File: config.mk
export PLATFORM = sky130hd
export DESIGN_NAME = wb_sig_responder_flat
export DESIGN_NICKNAME = d
export VERILOG_FILES = /design/src/rtl/wb_sig_responder_pkg.sv /design/src/rtl/wb_sig_responder_if.sv /design/src/rtl/wb_sig_responder_monitor.sv /design/src/rtl/wb_sig_responder.sv /design/src/flat_wrapper.sv
export SDC_FILE = /design/constraint.sdc
export NUM_CORES = 1
export LEC_CHECK = 0
export ABC_AREA = 1
export BUFFER_PORTS_ARGS = -buffer_cell sky130_fd_sc_hd__buf_2
export CAP_MARGIN = 20
export CELL_PAD_IN_SITES_DETAIL_PLACEMENT = 0
export CELL_PAD_IN_SITES_GLOBAL_PLACEMENT = 2
export CORE_ASPECT_RATIO = 1.5
export CORE_MARGIN = 1
export CORE_UTILIZATION = 27
export CTS_CLUSTER_SIZE = 24
export DETAILED_ROUTE_END_ITERATION = 10
export PLACE_DENSITY_LB_ADDON = 0.1
export SYNTH_ARGS = -nofsm -noshare
export SYNTH_HDL_FRONTEND = slang
export SYNTH_SLANG_ARGS = --single-unit
File: constraint.sdc
create_clock -name wb_clk_i -period 1.62 [get_ports wb_clk_i]
set_input_delay 0.162 -clock wb_clk_i [delete_from_list [all_inputs] [get_ports wb_clk_i]]
set_output_delay 0.162 -clock wb_clk_i [all_outputs]
set_load 0.01 [all_outputs]
File: src/rtl/wb_sig_responder_pkg.sv
// Shared definitions for the Wishbone signature responder: register map,
// FSM encoding, STATUS bit positions and a byte-lane merge helper.
package wb_sig_pkg;

  typedef enum logic [1:0] {
    ST_IDLE = 2'd0,
    ST_WAIT = 2'd1,
    ST_RESP = 2'd2
  } state_t;

  localparam logic [7:0] OFF_SIG    = 8'h00;
  localparam logic [7:0] OFF_CTRL   = 8'h04;
  localparam logic [7:0] OFF_STATUS = 8'h08;
  localparam logic [7:0] OFF_SCR0   = 8'h0C;
  localparam logic [7:0] OFF_SCR1   = 8'h10;
  localparam logic [7:0] OFF_WRCNT  = 8'h14;

  localparam int STATUS_STARTED = 0;
  localparam int STATUS_PASSED  = 1;
  localparam int STATUS_FAULT   = 2;
  localparam int CTRL_CLEAR     = 0;

  function automatic logic [31:0] lane_merge(input logic [31:0] cur,
                                             input logic [31:0] wdat,
                                             input logic [3:0]  sel);
    logic [31:0] res;
    for (int b = 0; b < 4; b++) begin
      res[8*b +: 8] = sel[b] ? wdat[8*b +: 8] : cur[8*b +: 8];
    end
    return res;
  endfunction

endpackage

File: src/rtl/wb_sig_responder_if.sv
// Wishbone classic bus bundle between the wb_host initiator and the
// signature responder target.
interface wb_sig_responder_if #(parameter int AW = 8);
  // Handshake: the master raises cyc and stb and holds request fields stable
  // until it sees ack or err (each high for exactly one cycle); dropping cyc
  // or stb before that abandons the request with no side effect.
  logic          wbs_cyc_i;
  logic          wbs_stb_i;
  logic          wbs_we_i;
  logic [AW-1:0] wbs_adr_i;
  logic [3:0]    wbs_sel_i;
  logic [31:0]   wbs_dat_i;
  logic [31:0]   wbs_dat_o;
  logic          wbs_ack_o;
  logic          wbs_err_o;

  modport master (
    output wbs_cyc_i, wbs_stb_i, wbs_we_i, wbs_adr_i, wbs_sel_i, wbs_dat_i,
    input  wbs_dat_o, wbs_ack_o, wbs_err_o
  );

  modport slave (
    input  wbs_cyc_i, wbs_stb_i, wbs_we_i, wbs_adr_i, wbs_sel_i, wbs_dat_i,
    output wbs_dat_o, wbs_ack_o, wbs_err_o
  );
endinterface

File: src/rtl/wb_sig_responder_monitor.sv
// Start/pass sequence monitor: sticky flags driven by each committed
// signature write, cleared by a CTRL write or reset.
module wb_sig_monitor #(
  parameter logic [15:0] SIG_START = 16'hAB60,
  parameter logic [15:0] SIG_PASS  = 16'hAB6A
) (
  input  logic        clk,
  input  logic        rst,
  input  logic        sig_we,
  input  logic [15:0] sig_new,
  input  logic        clear,
  output logic        started,
  output logic        passed,
  output logic        fault
);

  always_ff @(posedge clk) begin
    if (rst || clear) begin
      started <= 1'b0;
      passed  <= 1'b0;
      fault   <= 1'b0;
    end else if (sig_we) begin
      if (sig_new == SIG_START) begin
        started <= 1'b1;
      end
      // Order check uses the start flag as it stood before this write.
      if (sig_new == SIG_PASS) begin
        if (started) begin
          passed <= 1'b1;
        end else begin
          fault <= 1'b1;
        end
      end
    end
  end

endmodule

File: src/rtl/wb_sig_responder.sv
// Wishbone classic target holding the firmware progress signature, scratch
// registers and a write counter, with a start/pass sequence monitor.
module wb_sig_responder
  import wb_sig_pkg::*;
#(
  parameter int          AW        = 8,
  parameter int          WAIT_CYC  = 1,
  parameter logic [15:0] SIG_START = 16'hAB60,
  parameter logic [15:0] SIG_PASS  = 16'hAB6A
) (
  input  logic                  wb_clk_i,
  input  logic                  wb_rst_i,
  wb_sig_responder_if.slave     bus,
  output logic [15:0]           sig_o,
  output logic                  started_o,
  output logic                  passed_o,
  output logic                  fault_o,
  output state_t                dbg_state
);

  localparam logic [3:0] WAIT_LOAD = 4'(WAIT_CYC);

  state_t      state_q, state_d;
  logic [3:0]  cnt_q, cnt_d;
  logic        req, resp, mapped, ack, err, wr;
  logic        hit_sig, hit_ctrl, hit_status, hit_scr0, hit_scr1, hit_wrcnt;
  logic [31:0] off, rdat;
  logic [15:0] sig_q, sig_new, wrcnt_q;
  logic [31:0] scr0_q, scr1_q;
  logic        sig_we, clear;

  assign req = bus.wbs_cyc_i & bus.wbs_stb_i;

  always_ff @(posedge wb_clk_i) begin
    if (wb_rst_i) begin
      state_q <= ST_IDLE;
      cnt_q   <= 4'd0;
    end else begin
      state_q <= state_d;
      cnt_q   <= cnt_d;
    end
  end

  // The counter is loaded with WAIT_CYC and RESP follows the WAIT cycle in
  // which it reaches zero, giving stb->ack = WAIT_CYC+1 cycles.
  always_comb begin
    state_d = state_q;
    cnt_d   = cnt_q;
    case (state_q)
      ST_IDLE: begin
        if (req) begin
          if (WAIT_CYC == 0) begin
            state_d = ST_RESP;
          end else begin
            state_d = ST_WAIT;
            cnt_d   = WAIT_LOAD;
          end
        end
      end
      ST_WAIT: begin
        if (!req) begin
          state_d = ST_IDLE;
        end else begin
          cnt_d = cnt_q - 4'd1;
          if (cnt_q <= 4'd1) begin
            state_d = ST_RESP;
          end
        end
      end
      ST_RESP: state_d = ST_IDLE;
      default: state_d = ST_IDLE;
    endcase
  end

  assign dbg_state = state_q;

  // Word-aligned offset; adr[1:0] is masked off.
  assign off        = 32'(bus.wbs_adr_i) & ~32'h3;
  assign hit_sig    = (off == 32'(OFF_SIG));
  assign hit_ctrl   = (off == 32'(OFF_CTRL));
  assign hit_status = (off == 32'(OFF_STATUS));
  assign hit_scr0   = (off == 32'(OFF_SCR0));
  assign hit_scr1   = (off == 32'(OFF_SCR1));
  assign hit_wrcnt  = (off == 32'(OFF_WRCNT));
  assign mapped     = hit_sig | hit_ctrl | hit_status | hit_scr0 | hit_scr1 | hit_wrcnt;

  // A reset arriving in RESP suppresses the response that cycle.
  assign resp = (state_q == ST_RESP) & req & ~wb_rst_i;
  assign ack  = resp & mapped;
  assign err  = resp & ~mapped;
  assign wr   = ack & bus.wbs_we_i;

  assign sig_new = {bus.wbs_sel_i[1] ? bus.wbs_dat_i[15:8] : sig_q[15:8],
                    bus.wbs_sel_i[0] ? bus.wbs_dat_i[7:0]  : sig_q[7:0]};
  assign sig_we  = wr & hit_sig;
  assign clear   = wr & hit_ctrl & bus.wbs_sel_i[0] & bus.wbs_dat_i[CTRL_CLEAR];

  always_ff @(posedge wb_clk_i) begin
    if (wb_rst_i) begin
      sig_q   <= 16'h0;
      scr0_q  <= 32'h0;
      scr1_q  <= 32'h0;
      wrcnt_q <= 16'h0;
    end else if (wr) begin
      if (hit_sig) begin
        sig_q <= sig_new;
      end
      if (hit_scr0) begin
        scr0_q <= lane_merge(scr0_q, bus.wbs_dat_i, bus.wbs_sel_i);
      end
      if (hit_scr1) begin
        scr1_q <= lane_merge(scr1_q, bus.wbs_dat_i, bus.wbs_sel_i);
      end
      if (wrcnt_q != 16'hFFFF) begin
        wrcnt_q <= wrcnt_q + 16'd1;
      end
    end
  end

  wb_sig_monitor #(
    .SIG_START (SIG_START),
    .SIG_PASS  (SIG_PASS)
  ) u_monitor (
    .clk     (wb_clk_i),
    .rst     (wb_rst_i),
    .sig_we  (sig_we),
    .sig_new (sig_new),
    .clear   (clear),
    .started (started_o),
    .passed  (passed_o),
    .fault   (fault_o)
  );

  always_comb begin
    rdat = 32'h0;
    if (hit_sig) begin
      rdat = {16'h0, sig_q};
    end else if (hit_status) begin
      rdat[STATUS_STARTED] = started_o;
      rdat[STATUS_PASSED]  = passed_o;
      rdat[STATUS_FAULT]   = fault_o;
    end else if (hit_scr0) begin
      rdat = scr0_q;
    end else if (hit_scr1) begin
      rdat = scr1_q;
    end else if (hit_wrcnt) begin
      rdat = {16'h0, wrcnt_q};
    end
  end

  assign bus.wbs_dat_o = (ack & ~bus.wbs_we_i) ? rdat : 32'h0;
  assign bus.wbs_ack_o = ack;
  assign bus.wbs_err_o = err;
  assign sig_o         = sig_q;

endmodule

File: src/flat_wrapper.sv
// flat-port wrapper written by rule: the top's interface ports become plain ports
module wb_sig_responder_flat import wb_sig_pkg::*;
#(
  parameter int          AW        = 8,
  parameter int          WAIT_CYC  = 1,
  parameter logic [15:0] SIG_START = 16'hAB60,
  parameter logic [15:0] SIG_PASS  = 16'hAB6A
)
  (wb_clk_i, wb_rst_i, sig_o, started_o, passed_o, fault_o, dbg_state, bus_wbs_cyc_i, bus_wbs_stb_i, bus_wbs_we_i, bus_wbs_adr_i, bus_wbs_sel_i, bus_wbs_dat_i, bus_wbs_dat_o, bus_wbs_ack_o, bus_wbs_err_o);
  wb_sig_responder_if #(.AW(AW)) bus_i ();
  input  logic wb_clk_i;
  input  logic wb_rst_i;
  output logic [15:0] sig_o;
  output logic started_o;
  output logic passed_o;
  output logic fault_o;
  output state_t dbg_state;
  input wire logic [$bits(bus_i.wbs_cyc_i)-1:0] bus_wbs_cyc_i;
  input wire logic [$bits(bus_i.wbs_stb_i)-1:0] bus_wbs_stb_i;
  input wire logic [$bits(bus_i.wbs_we_i)-1:0] bus_wbs_we_i;
  input wire logic [$bits(bus_i.wbs_adr_i)-1:0] bus_wbs_adr_i;
  input wire logic [$bits(bus_i.wbs_sel_i)-1:0] bus_wbs_sel_i;
  input wire logic [$bits(bus_i.wbs_dat_i)-1:0] bus_wbs_dat_i;
  output wire logic [$bits(bus_i.wbs_dat_o)-1:0] bus_wbs_dat_o;
  output wire logic [$bits(bus_i.wbs_ack_o)-1:0] bus_wbs_ack_o;
  output wire logic [$bits(bus_i.wbs_err_o)-1:0] bus_wbs_err_o;
  assign bus_i.wbs_cyc_i = bus_wbs_cyc_i;
  assign bus_i.wbs_stb_i = bus_wbs_stb_i;
  assign bus_i.wbs_we_i = bus_wbs_we_i;
  assign bus_i.wbs_adr_i = bus_wbs_adr_i;
  assign bus_i.wbs_sel_i = bus_wbs_sel_i;
  assign bus_i.wbs_dat_i = bus_wbs_dat_i;
  assign bus_wbs_dat_o = bus_i.wbs_dat_o;
  assign bus_wbs_ack_o = bus_i.wbs_ack_o;
  assign bus_wbs_err_o = bus_i.wbs_err_o;
  wb_sig_responder #(.AW(AW), .WAIT_CYC(WAIT_CYC), .SIG_START(SIG_START), .SIG_PASS(SIG_PASS)) u_core (.wb_clk_i(wb_clk_i), .wb_rst_i(wb_rst_i), .bus(bus_i), .sig_o(sig_o), .started_o(started_o), .passed_o(passed_o), .fault_o(fault_o), .dbg_state(dbg_state));
endmodule
* After elaboration in Yosys (flattened, before gate mapping) *
Cells that the tools add are included.

cells by class
  add/subtract/negate cells = 2
  magnitude comparators = 1
  equal/unequal tests = 13
  multiplexer cells = 16
  bitwise operators = 20
  reduce and logical (&&, ||, !) cells = 19

operator list
  operator               count
  $mux 32                4
  $reduce_and 3->1       11
  $eq 16x16->1 const B   2
  $logic_not 32->1       1
  $mux 29                1
  $add 16x1->16 const B  1
  $mux 16                1
  $mux 8                 2
  $ne 16x16->1 const B   1
  $eq 6x2->1 const B     2
  $eq 6x3->1 const B     2
  $and 1x1->1            11
  $mux 4                 2
  $pmux 4 s2             1
  $reduce_and 2->1       4
  $eq 6x1->1 const B     1
  $mux 2                 3
  $or 1x1->1             5
  $le 4x1->1 const B     1
  $ne 2x1->1 const B     2
  $not 1->1              4
  $pmux 2 s2             1
  $sub 4x1->4 const B    1
  $mux 3                 1
  6 further kinds        6

storage, ports and cells
  register bits after elaboration = 105
  input port bits = 49
  output and inout bits = 55
  logic and storage cells = 86

* Longest topological paths before layout *
Gate-level depths: netlist (run 1).

  depth after elaboration = 12
  mapped depth = 10
  mapped depth without buffers = 9

* Cells and area by module *
Synthesis (run 1) repeated with hierarchy kept, for this count alone.

unflattened totals
  cells, all modules = 885
  area total of the unflattened synthesis = 5681.7 um^2

modules (own cells, without submodules)
  module            times used  cells an instance  area an instance (um^2)  sequential area each (um^2)
  wb_sig_responder  1           847                5469.0                   2042.0
  wb_sig_monitor    1           38                 212.7                    60.1

* Least setup slack after synthesis (run 1) *
OpenSTA, ideal clock, no wires.

  kind = register -> register
  from = register u_core.wrcnt_q[0]
  to = register u_core.wrcnt_q[11]
  library setup time = 0.070 ns
  arrival time = 1.582 ns
  required time = 1.550 ns
  slack = -0.033 ns
  stages on the path, launching flop included = 11
  path buffers = 1
  clock period less this slack = 1.653 ns
  cells stage by stage = dfxtp_1 -> ha_1 -> nand2_1 -> nor2_1 -> nand2_1 -> nor3_2 -> inv_1 -> nand2_2 -> buf_4 -> nand2_1 -> a21oi_1

between the ends
  cells in the longest elaborated chain, start to end = 2
  elaborated cells on any way between the ends = 3
  those cells by class = 1 x add/sub; 1 x eq/ne; 1 x reduce/logical

ends and longest elaborated chain
  item                                                                   RTL line                 text
  start: declaration                                                     wb_sig_responder.sv:28   logic [15:0] sig_q, sig_new, wrcnt_q;
  start signal: assignment                                               wb_sig_responder.sv:115  wrcnt_q <= wrcnt_q + 16'd1;
  parallel branches: the longest is 2 deep, another holds $add 16x1->16  --

Several ways; the timed one is not identified.
A chain may end at the register's enable or synchronous reset.

* Worst setup path in the final report (run 1) *
  from = register u_core.state_q[0], in the netlist u_core.dbg_state[0]
  to = output bus_wbs_dat_o[3]

between the ends
  cells in the longest elaborated chain, start to end = 6

ends and longest elaborated chain
  item                      RTL line                 text
  start: declaration        wb_sig_responder.sv:23   state_t state_q, state_d;
  start signal: assignment  wb_sig_responder.sv:39   state_q <= state_d;
  $eq 2x2->1                wb_sig_responder.sv:88   assign resp = (state_q == ST_RESP) & req & ~wb_rst_i;
  $and 1x1->1 (2 in a row)  wb_sig_responder.sv:88
  $and 1x1->1               wb_sig_responder.sv:89   assign ack = resp & mapped;
  $and 1x1->1               wb_sig_responder.sv:151  assign bus.wbs_dat_o = (ack & ~bus.wbs_we_i) ? rdat : 32'h0;
  $mux 32                   wb_sig_responder.sv:151
  end: declaration          flat_wrapper.sv:24       output wire logic [$bits(bus_i.wbs_dat_o)-1:0] bus_wbs_dat_o;

Every way passes these cells.

==> results.toml, run 1 <==
[outcome]
status = "finished, violations left"
violations = "negative setup slack"

[timing]
hold_slack_ps = 85.3
setup_ws_ps = -337
timing.final.hold_violations = 0
slew_violations = 0
max_slew_margin_pct = 24.8
fin_crit_ps = 1960
setup_violations = 41
fin_tns_setup_ps = -9340
timing.fmax_ghz = 0.511
timing.final.crit_share_pct = 121
tightest_slew_ps = 1130
finalClockSkew_ps = 10.0
rsz0062_at_grt = "yes"

[worst_setup_path]
worst_r2r_path_depth = 12
worstPathCellList = "inv_2 > nand3_4 > nor2_4 > nand2_2 > nor2_4 > inv_6 > clkbuf_16 > a41oi_4 > buf_6"
critPathRequiredTime_ps = 1460
critical_path_peak_fanout = 7
critical_path.top_delay_family = "buffers and inverters"
end_kind = "primary output"
crit_slowest_cell = "dfxtp_2"
start_kind = "flop"
cp_slowest_stage_delay_ps = 330
path_class = "reg -> out"
path_buf_inv = 4
critPathMostFrequentCell = "nor2_4"
worst-path-stages = 9
arrival_ps = 1790

[grt]
grt_antenna_before_repair = 1
overflow = 0
grt_pass1_wl_mm = 31.8
track_usage_pct = 19.6
grt_max_degree = 90
grt_pass1_vias = 6024

[yosys]
synth_edf_count = 0
synth_flop_cell = "dfxtp_1"
netlist_area_um2 = 5440
synth_area_leaders = "dfxtp_1 39%, nand2_1 19%, a21oi_1 11%"
synth.net_count = 875
synth_top_area_share_pct = 38.7
syn_area_per_cell_um2 = 6.61
yosysWarnings = 0
synth-seq-cells = 105
yosysUniqueCellTypes = 32
ys_seq_area_share_pct = 38.7
synth_most_common_cell = "nand2_1"
async_flop_share_pct = 0
synth_largest_area_cell = "dfxtp_1"
syn_inst = 823
synth_commonest_cells = "274 x nand2_1, 119 x a21oi_1, 105 x dfxtp_1"

[routing]
wl_mm = 21.2
route.detailed.drc = 0
first_iter_violations = 289
vias_per_cell = 4.88
drtPass1Iterations = 5
via_count = 6208
ant_nets = 0
post_drt_wl_per_cell_um = 16.6

[power]
switching_share_pct = 24.8
switching_power_uw = 1290
leakage_uw = 0.00319
power_uw = 5200
p_int_uw = 3910
cellPowerDensity_nw_per_um2 = 625
pwr-share-seq_pct = 49.8
comb_power_share_pct = 6.6
ir_worst_vdd_mv = 0.559
p_clk_share_pct = 43.6

[placed_design]
dp_hpwl_mm = 14.2
port_buffers = 101
routabilityCongestion = 0.799

[finish]
antenna_cells = 0
area.growth.synth_to_final_pct = 53.1
nets = 1060
drive_above_1_share_pct = 36.4
fillers = 2085

[die]
io_pins = 104
dieWidth_um = 118
die_area_um2 = 20700
die_y_um = 176
start_util_pct = 27.5
num_rows = 63
core_um2 = 19800

[clock_network]
clkTransAtPathRegs_ps = 80
cts-root-buf = "clkbuf_16"
clock-sinks = 105
cts_buffers = 9
cts_tree = "yes"
cts.path.max_buffers = 2
cts-htree-levels = 3
insertion_delay_ps = 350

[run]
cap_violations = 0

[worst_hold_path]
min_path_type = "in -> reg"
whs_path_depth = 3
==> cells in the final DEF (no fill, tap or decap), drive strengths merged <==
| cell | instances |
|---|---|
| nand2 | 284 |
| buf | 211 |
| a21oi | 119 |
| dfxtp | 105 |
| nand3 | 76 |
| nor2 | 55 |
| inv | 53 |
| nor3 | 25 |
| o21ai | 24 |
| clkbuf | 14 |
| a41oi | 13 |
| xnor2 | 6 |
| xor2 | 6 |
| nand4 | 4 |
| nor4 | 3 |
| ha | 3 |
| clkinv | 3 |
| o22ai | 2 |
| clkinvlp | 2 |
| a211oi | 1 |
| o221ai | 1 |
| nand3b | 1 |
| o21a | 1 |
| bufinv | 1 |
==> path summary, 6_finish.rpt <==
check | from | to | slack [ps]
min | bus_wbs_dat_i[30] | u_core.scr0_q[30] | 90
min reg2reg | u_core.scr0_q[27] | u_core.scr0_q[27] | 460
max reg2reg | u_core.dbg_state[0] | u_core.scr1_q[21] | -30
max | u_core.dbg_state[0] | bus_wbs_dat_o[3] | -340
==> cell families (layout without fill, tap and decap cells) <==
group                      Yosys count  after routing  synth area share (%)
AOI/OAI and AO/OA                  161            161                  15.9
and+or+nand+nor                    448            448                  35.4
DFF                                105            105                  38.7
adders and majority gates            3              3                 0.690
xor gates and xnor gates            12             12                  1.93
buffers and inverters               94            284                  7.39
==> per-layer routing <==
layer	vias to the layer above	part of all wire (%)	routed length (µm)	GRT usage, %
met3	26	3.9	830	3.15
met2	149	52	11000	34.8
li1	3096	-	-	-
met5	-	0.038	8	0
met1	2935	42	8950	24.2
met4	2	2.0	414	5.98
==> final cells by class <==
cell class                 count  area [µm²]  area share (%)
sequential                   105        2110            25.3
multi-input combinational    624        3580            43.0
timing repair buffer         215        1810            21.7
inverter                      53         209            2.51
clock buffer                  10         229            2.75
tap                          260         325            3.91
clock inverter                 6        67.6           0.812
==> power by group through the flow <==
| stage | Combinational (µW) | Clock, µW | Sequential, µW |
|---|---|---|---|
| after floorplan | 150 | 0 | 2650 |
| after global placement | 323 | 0 | 2650 |
| after detailed placement | 325 | 0 | 2650 |
| after CTS | 332 | 2320 | 2590 |
| after global routing | 379 | 2420 | 2590 |
| final | 343 | 2270 | 2590 |
==> tightest hold or removal path: cells and delay by family <==
| family | cells | cell delay, ps |
|---|---|---|
| compound gates | 1 | 60 |
| simple gates | 1 | 70 |
| buf+inv | 1 | 110 |
==> flip-flops by register name, summed over array words and instances (netlist names) <==
register / flops
u_core.dbg_state: 2
u_core.u_monitor.passed: 1
u_core.scr1_q: 32
u_core.u_monitor.started: 1
u_core.sig_o: 16
u_core.cnt_q: 4
u_core.wrcnt_q: 16
u_core.scr0_q: 32
u_core.u_monitor.fault: 1
==> repair_timing <==
item / 4_1_cts / 5_1_grt
buffers inserted: 12 / 14
gates cloned: 3 / 5
gates resized for setup: 57 / 140
hold buffers: 0 / 0
pin swaps: 14 / 31
endpoints found under the setup margin: 52 / 117
==> through the flow <==
stage	utilization [%]	instance area (µm²)	worst slack (ps)	instances
floorplan	-	5450	8.00	823
global placement	34.5	6830	-148	1225
detailed placement	34.5	6830	-175	1225
CTS	38.2	7550	-349	1255
global route	42.1	8330	-439	1273
finish	42.1	8330	-337	1273
No activity file was read; power rests on OpenSTA's default activity.
==> run 2: changes to the inputs <==
==> constraint.sdc (replaced) <==
create_clock -name wb_clk_i -period 1.62 [get_ports wb_clk_i]
set_input_delay 0.324 -clock wb_clk_i [delete_from_list [all_inputs] [get_ports wb_clk_i]]
set_output_delay 0.324 -clock wb_clk_i [all_outputs]
set_load 0.01 [all_outputs]
==> run 2 against run 1 <==
Against the previous run:
- critical path type unchanged
- the run still ends with negative setup slack left
- largest power group unchanged
- first-iteration DRC count is 1.4% higher
- critical path depth stayed put
- non-clock buffer count is 20 higher
- power is 1.4% lower
==> results.toml, run 2 (synthesized netlist as in run 1, its figures left out) <==
[clock_network]
clkTransAtPathRegs_ps = 70
cts_tree = "yes"
clock-sinks = 105
insertion_delay_ps = 360
postCtsHoldBufs = 0
cts.path.max_buffers = 2
cts_buffers = 9
cts-htree-levels = 3
cts-root-buf = "clkbuf_16"

[grt]
track_usage_pct = 20.8
grt_pass1_vias = 6267
grt_max_degree = 90
grt_pass1_wl_mm = 33.4
grt_antenna_before_repair = 0
overflow = 0

[placed_design]
dp_hpwl_mm = 15.6
port_buffers = 101
routabilityCongestion = 0.827
pre_cts_ws_ps = -467
placed_area_um2 = 7530

[run]
cap_violations = 0

[finish]
nets = 1081
drive_above_1_share_pct = 37.8
design_area_um2 = 8570
fillers = 2086
final_cell_mix = "255 x nand2_1, 106 x buf_4, 99 x buf_2"
layout_commonest_cell = "nand2_1"
largestRegisters = "u_core.scr0_q (32), u_core.scr1_q (32)"
area.growth.synth_to_final_pct = 57.6
fin_util_pct = 43.3
antenna_cells = 0

[die]
dieWidth_um = 118
start_util_pct = 27.5
die_area_um2 = 20700
io_pins = 104
die_y_um = 176
core_um2 = 19800
num_rows = 63

[timing]
timing.final.hold_violations = 0
timing.fmax_ghz = 0.481
timing.final.crit_share_pct = 128
max_slew_margin_pct = 18.3
finalClockSkew_ps = 8.78
setup_violations = 46
fin_crit_ps = 2080
setup_ws_ps = -460
tightest_slew_ps = 1220
rsz0062_at_grt = "yes"
slew_violations = 0

[power]
leakage_uw = 0.00355
power_uw = 5130
ir_worst_vdd_mv = 0.479
cellPowerDensity_nw_per_um2 = 598

[worst_setup_path]
path_class = "reg -> out"
r2r_slack_ps = -40
end_kind = "primary output"
worst_r2r_path_depth = 11
r2r-end = "u_core.wrcnt_q[5]"
crit_start = "u_core.dbg_state[0]"
critPathRequiredTime_ps = 1300
start_kind = "flop"
cp-endpoint = "bus_wbs_dat_o[14]"
critical_path_peak_fanout = 14
reg2reg_from = "u_core.wrcnt_q[0]"
arrival_ps = 1760

[routing]
route.detailed.drc = 0
post_drt_wl_per_cell_um = 16.8
drtPass1Iterations = 5
ant_nets = 0
via_count = 6265
vias_per_cell = 4.84
wl_mm = 21.8
first_iter_violations = 293

[worst_hold_path]
min-delay-start = "bus_wbs_dat_i[21]"
whs_path_depth = 3
min_path_type = "in -> reg"

[outcome]
violations = "negative setup slack"
status = "finished, violations left"
## run 2: final cells by class
cell class,instances,area [µm²],area share (%)
multi-input cells,625,3770,44.0
clock buffers,11,243,2.83
flip-flops and latches,105,2120,24.7
well taps,260,325,3.80
clock inverters,5,38.8,0.453
inverters,53,219,2.55
repair buffers,235,1860,21.6
## run 2: repair_timing
item / in CTS / in global routing
buffers inserted: 5 / 14
pin swaps: 13 / 57
gates resized for setup: 22 / 98
setup endpoints to repair: 105 / 117
gates cloned: 2 / 5
## run 2: layer usage
metal / vias to the layer above / GRT usage [%] / wire, µm
met3: 26 / 2.60 / 563
met5: - / 0 / 0
met2: 118 / 39.8 / 12000
met4: 0 / 6.09 / 395
met1: 2983 / 23.8 / 8880
li1: 3138 / - / -
## run 2: where the power goes
part | internal [µW] | leakage, µW | switching [µW]
Clock | 1100 | 0.000137 | 1050
Combinational | 154 | 0.00256 | 236
Sequential | 2580 | 0.000851 | 5.24
## run 2: worst max-delay path, stage by stage (launching register included)
cell and delay, ps:
dfxtp_2 330, inv_2 70, nand3_4 70, nor2_4 110
nand2_2 80, nor2_4 140, inv_6 80, buf_12 170
a41oi_2 180, buf_2 160
## run 2: worst min-delay path by stage
stage          slack (ps)           endpoint
4_1_cts               230  u_core.scr0_q[23]
3_3_place_gp          450   u_core.scr0_q[3]
5_1_grt               240  u_core.scr0_q[23]
2_1_floorplan         440  u_core.scr0_q[16]
3_5_place_dp          450  u_core.scr1_q[31]
6_report              230  u_core.scr0_q[21]
## run 2: stage by stage
stage / setup TNS (ps) / hold WS (ps) / instances
2_1_floorplan: -2670 / 438 / 823
3_3_place_gp: -40200 / 450 / 1252
3_5_place_dp: -39900 / 453 / 1252
4_1_cts: -13440 / 235 / 1275
5_1_grt: -17170 / 240 / 1294
6_report: -13250 / 234 / 1294
